<file path="src/rtl/tiny_dnn_pkg.sv">
// Shared widths, state encoding and beat layout for the tiny_dnn result path.
package tiny_dnn_pkg;

    localparam int ADDR_W  = 12;
    localparam int DATA_W  = 32;
    localparam int STALL_W = 16;

    typedef enum logic [1:0] {
        ST_IDLE  = 2'd0,
        ST_ISSUE = 2'd1,
        ST_DRAIN = 2'd2
    } dst_state_t;

    typedef struct packed {
        logic              last;
        logic [DATA_W-1:0] data;
    } dst_beat_t;

    function automatic int cnt_w(input int n);
        return $clog2(n + 1);
    endfunction

endpackage

</file>
<file path="src/rtl/dst_skid_fifo.sv">
// Circular skid FIFO holding returned beats until the stream sink accepts them.
module dst_skid_fifo
    import tiny_dnn_pkg::*;
#(
    parameter  int DEPTH = 4,
    parameter  int WIDTH = 33,
    localparam int CNT_W = cnt_w(DEPTH),
    localparam int PTR_W = (DEPTH > 1) ? $clog2(DEPTH) : 1
) (
    input  logic             clk,
    input  logic             rst,
    input  logic             push,
    input  logic [WIDTH-1:0] push_data,
    input  logic             pop,
    output logic [WIDTH-1:0] pop_data,
    output logic             full,
    output logic             empty,
    output logic [CNT_W-1:0] count
);

    logic [WIDTH-1:0] store_q [DEPTH];
    logic [PTR_W-1:0] wr_ptr_q, wr_ptr_d;
    logic [PTR_W-1:0] rd_ptr_q, rd_ptr_d;
    logic [CNT_W-1:0] count_q, count_d;

    // Explicit wrap so non-power-of-two depths work.
    function automatic logic [PTR_W-1:0] bump(input logic [PTR_W-1:0] p);
        return (p == PTR_W'(DEPTH - 1)) ? '0 : p + PTR_W'(1);
    endfunction

    always_comb begin
        wr_ptr_d = wr_ptr_q;
        rd_ptr_d = rd_ptr_q;
        count_d  = count_q;
        if (push) begin
            wr_ptr_d = bump(wr_ptr_q);
        end
        if (pop) begin
            rd_ptr_d = bump(rd_ptr_q);
        end
        unique case ({push, pop})
            2'b10:   count_d = count_q + CNT_W'(1);
            2'b01:   count_d = count_q - CNT_W'(1);
            default: count_d = count_q;
        endcase
    end

    always_ff @(posedge clk or posedge rst) begin
        if (rst) begin
            wr_ptr_q <= '0;
            rd_ptr_q <= '0;
            count_q  <= '0;
        end else begin
            wr_ptr_q <= wr_ptr_d;
            rd_ptr_q <= rd_ptr_d;
            count_q  <= count_d;
        end
    end

    always_ff @(posedge clk) begin
        if (push) begin
            store_q[wr_ptr_q] <= push_data;
        end
    end

    assign pop_data = store_q[rd_ptr_q];
    assign full     = (count_q == CNT_W'(DEPTH));
    assign empty    = (count_q == '0);
    assign count    = count_q;

endmodule

</file>
<file path="src/rtl/dst_stream_ctrl.sv">
// Streams result-buffer words 0..ds out over AXI-Stream with credit-based reads.
// Define DST_STALL_CNT_EN to add the stall_cnt back-pressure counter port.
module dst_stream_ctrl
    import tiny_dnn_pkg::*;
#(
    parameter int RD_LAT = 2,
    parameter int DEPTH  = 4
) (
    input  logic              clk,
    input  logic              rst,
    input  logic              start,
    input  logic [ADDR_W-1:0] ds,
    output logic              mem_re,
    output logic [ADDR_W-1:0] mem_a,
    input  logic [DATA_W-1:0] mem_d,
    output logic [DATA_W-1:0] dst_data,
    output logic              dst_valid,
    input  logic              dst_ready,
    output logic              dst_last,
    output logic              busy,
    output logic              done
`ifdef DST_STALL_CNT_EN
    ,
    output logic [STALL_W-1:0] stall_cnt
`endif
);

    localparam int CNT_W = cnt_w(DEPTH);

    dst_state_t        state_q, state_d;
    logic [ADDR_W-1:0] ds_q, ds_d;
    logic [ADDR_W-1:0] addr_q, addr_d;
    logic [RD_LAT-1:0] vld_q, vld_d;
    logic [RD_LAT-1:0] tag_q, tag_d;
    logic              done_q, done_d;

    logic [CNT_W-1:0]  inflight;
    logic [CNT_W-1:0]  fifo_count;
    logic              fifo_full;
    logic              fifo_empty;
    logic              credit_ok;
    logic              issue;
    logic              push;
    logic              pop;
    dst_beat_t         push_beat;
    dst_beat_t         pop_beat;

    always_comb begin
        inflight = '0;
        for (int i = 0; i < RD_LAT; i++) begin
            inflight = inflight + CNT_W'(vld_q[i]);
        end
    end

    // Reserve a FIFO slot for every read in flight so a push never overflows.
    assign credit_ok = ({1'b0, inflight} + {1'b0, fifo_count})
                       < (CNT_W + 1)'(DEPTH);
    assign issue     = (state_q == ST_ISSUE) && credit_ok;

    always_comb begin
        state_d = state_q;
        ds_d    = ds_q;
        addr_d  = addr_q;
        done_d  = 1'b0;
        unique case (state_q)
            ST_IDLE: begin
                if (start) begin
                    state_d = ST_ISSUE;
                    ds_d    = ds;
                    addr_d  = '0;
                end
            end
            ST_ISSUE: begin
                if (issue) begin
                    if (addr_q == ds_q) begin
                        state_d = ST_DRAIN;
                        addr_d  = '0;
                    end else begin
                        addr_d = addr_q + ADDR_W'(1);
                    end
                end
            end
            ST_DRAIN: begin
                if (pop && pop_beat.last) begin
                    state_d = ST_IDLE;
                    done_d  = 1'b1;
                end
            end
            default: state_d = ST_IDLE;
        endcase
    end

    // Valid/tag pipeline lines each return up with its read, RD_LAT cycles on.
    always_comb begin
        vld_d    = vld_q;
        tag_d    = tag_q;
        vld_d[0] = issue;
        tag_d[0] = issue && (addr_q == ds_q);
        for (int i = 1; i < RD_LAT; i++) begin
            vld_d[i] = vld_q[i-1];
            tag_d[i] = tag_q[i-1];
        end
    end

    always_ff @(posedge clk or posedge rst) begin
        if (rst) begin
            state_q <= ST_IDLE;
            ds_q    <= '0;
            addr_q  <= '0;
            vld_q   <= '0;
            tag_q   <= '0;
            done_q  <= 1'b0;
        end else begin
            state_q <= state_d;
            ds_q    <= ds_d;
            addr_q  <= addr_d;
            vld_q   <= vld_d;
            tag_q   <= tag_d;
            done_q  <= done_d;
        end
    end

    always_comb begin
        push_beat      = '0;
        push_beat.last = tag_q[RD_LAT-1];
        push_beat.data = mem_d;
    end

    assign push = vld_q[RD_LAT-1] && !fifo_full;
    assign pop  = !fifo_empty && dst_ready;

    dst_skid_fifo #(
        .DEPTH (DEPTH),
        .WIDTH ($bits(dst_beat_t))
    ) u_fifo (
        .clk       (clk),
        .rst       (rst),
        .push      (push),
        .push_data (push_beat),
        .pop       (pop),
        .pop_data  (pop_beat),
        .full      (fifo_full),
        .empty     (fifo_empty),
        .count     (fifo_count)
    );

    assign mem_re    = issue;
    assign mem_a     = addr_q;
    assign dst_valid = !fifo_empty;
    assign dst_data  = fifo_empty ? '0 : pop_beat.data;
    assign dst_last  = !fifo_empty && pop_beat.last;
    assign busy      = (state_q != ST_IDLE);
    assign done      = done_q;

`ifdef DST_STALL_CNT_EN
    logic [STALL_W-1:0] stall_q, stall_d;

    always_comb begin
        stall_d = stall_q;
        if ((state_q == ST_IDLE) && start) begin
            stall_d = '0;
        end else if (dst_valid && !dst_ready && (stall_q != '1)) begin
            stall_d = stall_q + STALL_W'(1);
        end
    end

    always_ff @(posedge clk or posedge rst) begin
        if (rst) begin
            stall_q <= '0;
        end else begin
            stall_q <= stall_d;
        end
    end

    assign stall_cnt = stall_q;
`endif

endmodule

</file>
<file path="config.mk">
export PLATFORM = sky130hd
export DESIGN_NAME = dst_stream_ctrl
export DESIGN_NICKNAME = d
export VERILOG_FILES = /design/src/rtl/tiny_dnn_pkg.sv /design/src/rtl/dst_skid_fifo.sv /design/src/rtl/dst_stream_ctrl.sv
export SDC_FILE = /design/constraint.sdc
export NUM_CORES = 1
export LEC_CHECK = 0
export CAP_MARGIN = 10
export CORE_AREA = 2 2 156 158
export DETAILED_ROUTE_END_ITERATION = 8
export DIE_AREA = 0 0 158 160
export GPL_TIMING_DRIVEN = 0
export PLACE_DENSITY = 0.54
export SLEW_MARGIN = 10
export SYNTH_ARGS = -nofsm -noshare
export SYNTH_HDL_FRONTEND = slang
export SYNTH_SLANG_ARGS = --single-unit
</file>
<file path="constraint.sdc">
create_clock -name clk -period 3.08 [get_ports clk]
set_input_delay 0.462 -clock clk [delete_from_list [all_inputs] [get_ports clk]]
set_output_delay 0.462 -clock clk [all_outputs]
set_load 0.02 [all_outputs]
</file>
==> impl_metrics.py <==
metrics = {
    "worst_setup_path": {
        "critPathBufInv": 3,
        "worstReg2RegStart": "u_fifo.count[2]",
        "critical_path_required_ns": 2.62,
        "critPathTopFamily": "buffers and inverters",
        "critPathMaxStageDelay_ns": 0.54,
        "criticalPathCategory": "flop to primary output",
        "worstPathMaxFanout": 10,
        "setup.worst_path.end_class": "primary output",
        "crit_path_cell_trace": "clkbuf_4, buf_6, mux4_2, and2_1, clkdlybuf4s50_1",
        "crit_arrival_ns": 2.46,
        "start_kind": "flop",
        "critPathSlowestCell": "clkdlybuf4s50_1",
        "setup.reg_to_reg.worst_slack_ns": 0.94,
        "worstRegToRegCells": 9,
        "crit-reg2reg-capture": "u_fifo.count[2]",
    },
    "place": {
        "place.detailed.hpwl_um": 9557,
        "preCtsSetupSlack_ns": 0.1421,
        "place.port_buffers": 96,
        "final_weighted_congestion_of_routability_driven_global_placement": 0.7424,
    },
    "global_route": {
        "grt_pass1_wl_um": 22540,
        "first_global_vias": 4136,
        "grt-ovfl-total": 0,
        "grt_max_degree": 27,
        "number_of_antenna_violations_at_the_first_check_in_global_routing": 0,
        "gr-usage-all-layers": 0.1183,
    },
    "outcome": {
        "result_of_the_run": "completed",
    },
    "hold_path": {
        "holdPathEnd": "tag_q[1]",
        "timing.hold.worst.start": "tag_q[0]",
        "hold_wc_path_type": "flop to flop",
        "worst_hold_path.num_cells": 0,
    },
    "sta": {
        "setup_tns_after_final_layout_ns": 0,
        "timing.final.ws_setup_ns": 0.1616,
        "finalClockSkew_ns": 0.008329,
        "max_clock_freq_mhz": 342.7,
        "finalMaxSlewViolations": 0,
        "fin_crit_sh": 0.9475,
        "finalSetupViolations": 0,
        "worst_max_slew_pin_slew_ns": 0.5004,
        "hold_violations": 0,
        "slew-limit-headroom": 0.6648,
        "layout_min_cycle_time_ns": 2.918,
    },
    "floorplan": {
        "die_height_um": 160,
        "floorplan.die_area_um2": 25280,
        "initial_utilization": 0.2937,
        "rows": 57,
        "die_width_um": 158,
        "core-area_um2": 23820,
        "num_io_pins": 97,
    },
    "pwr": {
        "total_power_mw": 9.279,
        "ir_worst_vdd_uv": 372.7,
        "power.leakage_nw": 3.159,
        "power.density_nw_per_um2": 1020,
    },
    "clock_tree": {
        "cts_tree": "done",
        "clock_insertion_delay_worst_skew_ns": 0.42,
        "numClockSinks": 170,
        "h-tree-depth": 4,
        "root_buffer": "clkbuf_16",
        "cts_inserted_buffers": 17,
        "worst_setup_hold_path_clk_slew_ns": 0.07,
        "maximum_clock_path_buffer_count": 2,
    },
    "cells_and_area": {
        "most_common_cell_after_layout_fill_and_taps_aside": "edfxtp_1",
        "flow.area_growth_from_synthesis_pct": 30.04,
        "diodes": 0,
        "layout.nets": 569,
        "num-fill-cells": 2225,
        "layout.cells.most_common_list": "132 x edfxtp_1, 96 x clkdlybuf4s50_1, 38 x dfrtp_1",
        "drive_above_1_share": 0.2267,
    },
    "logic_synthesis": {
        "netlist_instances": 394,
        "ys.warnings.count": 0,
        "synth_seq_cells": 170,
        "synth.avg_cell_area_um2": 17.76,
        "synth_cell_types": 44,
        "syn-num-nets": 451,
        "seq_area_frac_synth": 0.7024,
        "syn_area_um2": 6997,
    },
    "detailed_routing": {
        "drtIter0Drc": 125,
        "drc_errors": 0,
        "vias": 3849,
        "routed_via_density": 4.534,
        "final_antenna_net_count": 0,
        "detail_route.wl_per_cell_um": 16.71,
        "drt_pass1_iterations": 4,
        "routed_wirelength_um": 14190,
    },
    "job": {
        "cap_viol_max_count": 0,
    },
}
[stage by stage]
stage	std cells	hold WS [ns]	area (um^2)	utilization
floorplan	394	0.3312	6997	-
global placement	814	0.3373	8363	0.3511
detailed placement	819	0.3379	8476	0.3558
CTS	849	0.3458	9080	0.3812
global route	849	0.3586	9099	0.3820
finish	849	0.3527	9099	0.3820
[where the power goes]
group / total, mW / switching, mW / internal [mW] / leakage [nW]
clock: 2.09 / 0.994 / 1.10 / 0.292
combinational: 3.87 / 1.98 / 1.89 / 1.23
sequential: 3.32 / 0.265 / 3.06 / 1.64
[flip-flops by register name (all words and copies together) (netlist names)]
register         cells
u_fifo.rd_ptr_q      2
u_fifo.store_q     132
state_q              2
tag_q                2
ds_q                12
done                 1
mem_a               12
u_fifo.count         3
vld_q                2
u_fifo.wr_ptr_q      2
[final cells by class]
cell class | instances | area, um^2 | area share
tap | 324 | 405.4 | 0.04455
timing repair buffer | 101 | 1069 | 0.1174
inverter | 10 | 37.54 | 0.004125
clock buffer | 17 | 425.4 | 0.04675
clock inverter | 15 | 167.7 | 0.01843
buffer | 19 | 118.9 | 0.01306
sequential | 170 | 4915 | 0.5402
multi-input combinational | 193 | 1961 | 0.2155
[timing repair]
action / in CTS / in global routing
pin swaps: 0 / 0
setup endpoints to repair: 30 / 29
resized for setup: 8 / 5
gates cloned: 0 / 0
hold buffers: 0 / 0
setup buffers: 0 / 0
[Yosys cell counts, drive strengths merged]
master	instances	area share
a211oi	2	0.0029
a21o	2	0.0021
a21oi	2	0.0014
a22o	2	0.0025
a311oi	1	0.0013
a31oi	3	0.0027
and2	39	0.035
and3	1	0.00089
buf	10	0.0079
clkbuf	11	0.0063
dfrtp	38	0.14
edfxtp	132	0.57
fa	1	0.0029
ha	8	0.014
inv	10	0.0054
mux2	13	0.021
mux2i	1	0.0014
mux4	33	0.11
nand2	17	0.0091
nand2b	2	0.0018
nand3	13	0.010
nand4	2	0.0018
nor2	5	0.0027
nor3	1	0.00071
nor3b	3	0.0048
nor4	3	0.0027
nor4b	1	0.0021
o21ai	7	0.0050
o22ai	1	0.00089
o311ai	7	0.015
o31ai	1	0.0011
or2	3	0.0030
or3	3	0.0029
or4	1	0.0011
xnor2	1	0.0013
xor2	14	0.018
[kinds of logic after synthesis]
logic type,count (synthesis),share of synthesized area
AOI/OAI and AO/OA,28,0.03505
xor gates and xnor gates,15,0.01878
adders and majority gates,9,0.01717
buffers and inverters,31,0.01949
DFF,170,0.7024
muxes,47,0.1286
and+or+nand+nor,94,0.07850
[worst max path at each step]
stage	from	to	cells past startpoint
after floorplan	u_fifo.count[0]	u_fifo.store_q[3][0]	3
after global placement	u_fifo.count[0]	u_fifo.store_q[0][13]	3
after detailed placement	u_fifo.rd_ptr_q[1]	dst_data[27]	5
after CTS	u_fifo.rd_ptr_q[0]	dst_data[7]	5
after global routing	u_fifo.rd_ptr_q[0]	dst_data[7]	5
final	u_fifo.rd_ptr_q[0]	dst_data[27]	5
[layer usage]
metal / wire [um] / vias up / global-route usage
li1: - / 1764 / -
met1: 6019 / 1978 / 0.1410
met2: 7300 / 94 / 0.2073
met3: 740 / 13 / 0.03609
met4: 128 / 0 / 0.02989
met5: 0 / - / 0
No activity file was read; power rests on OpenSTA's default activity.
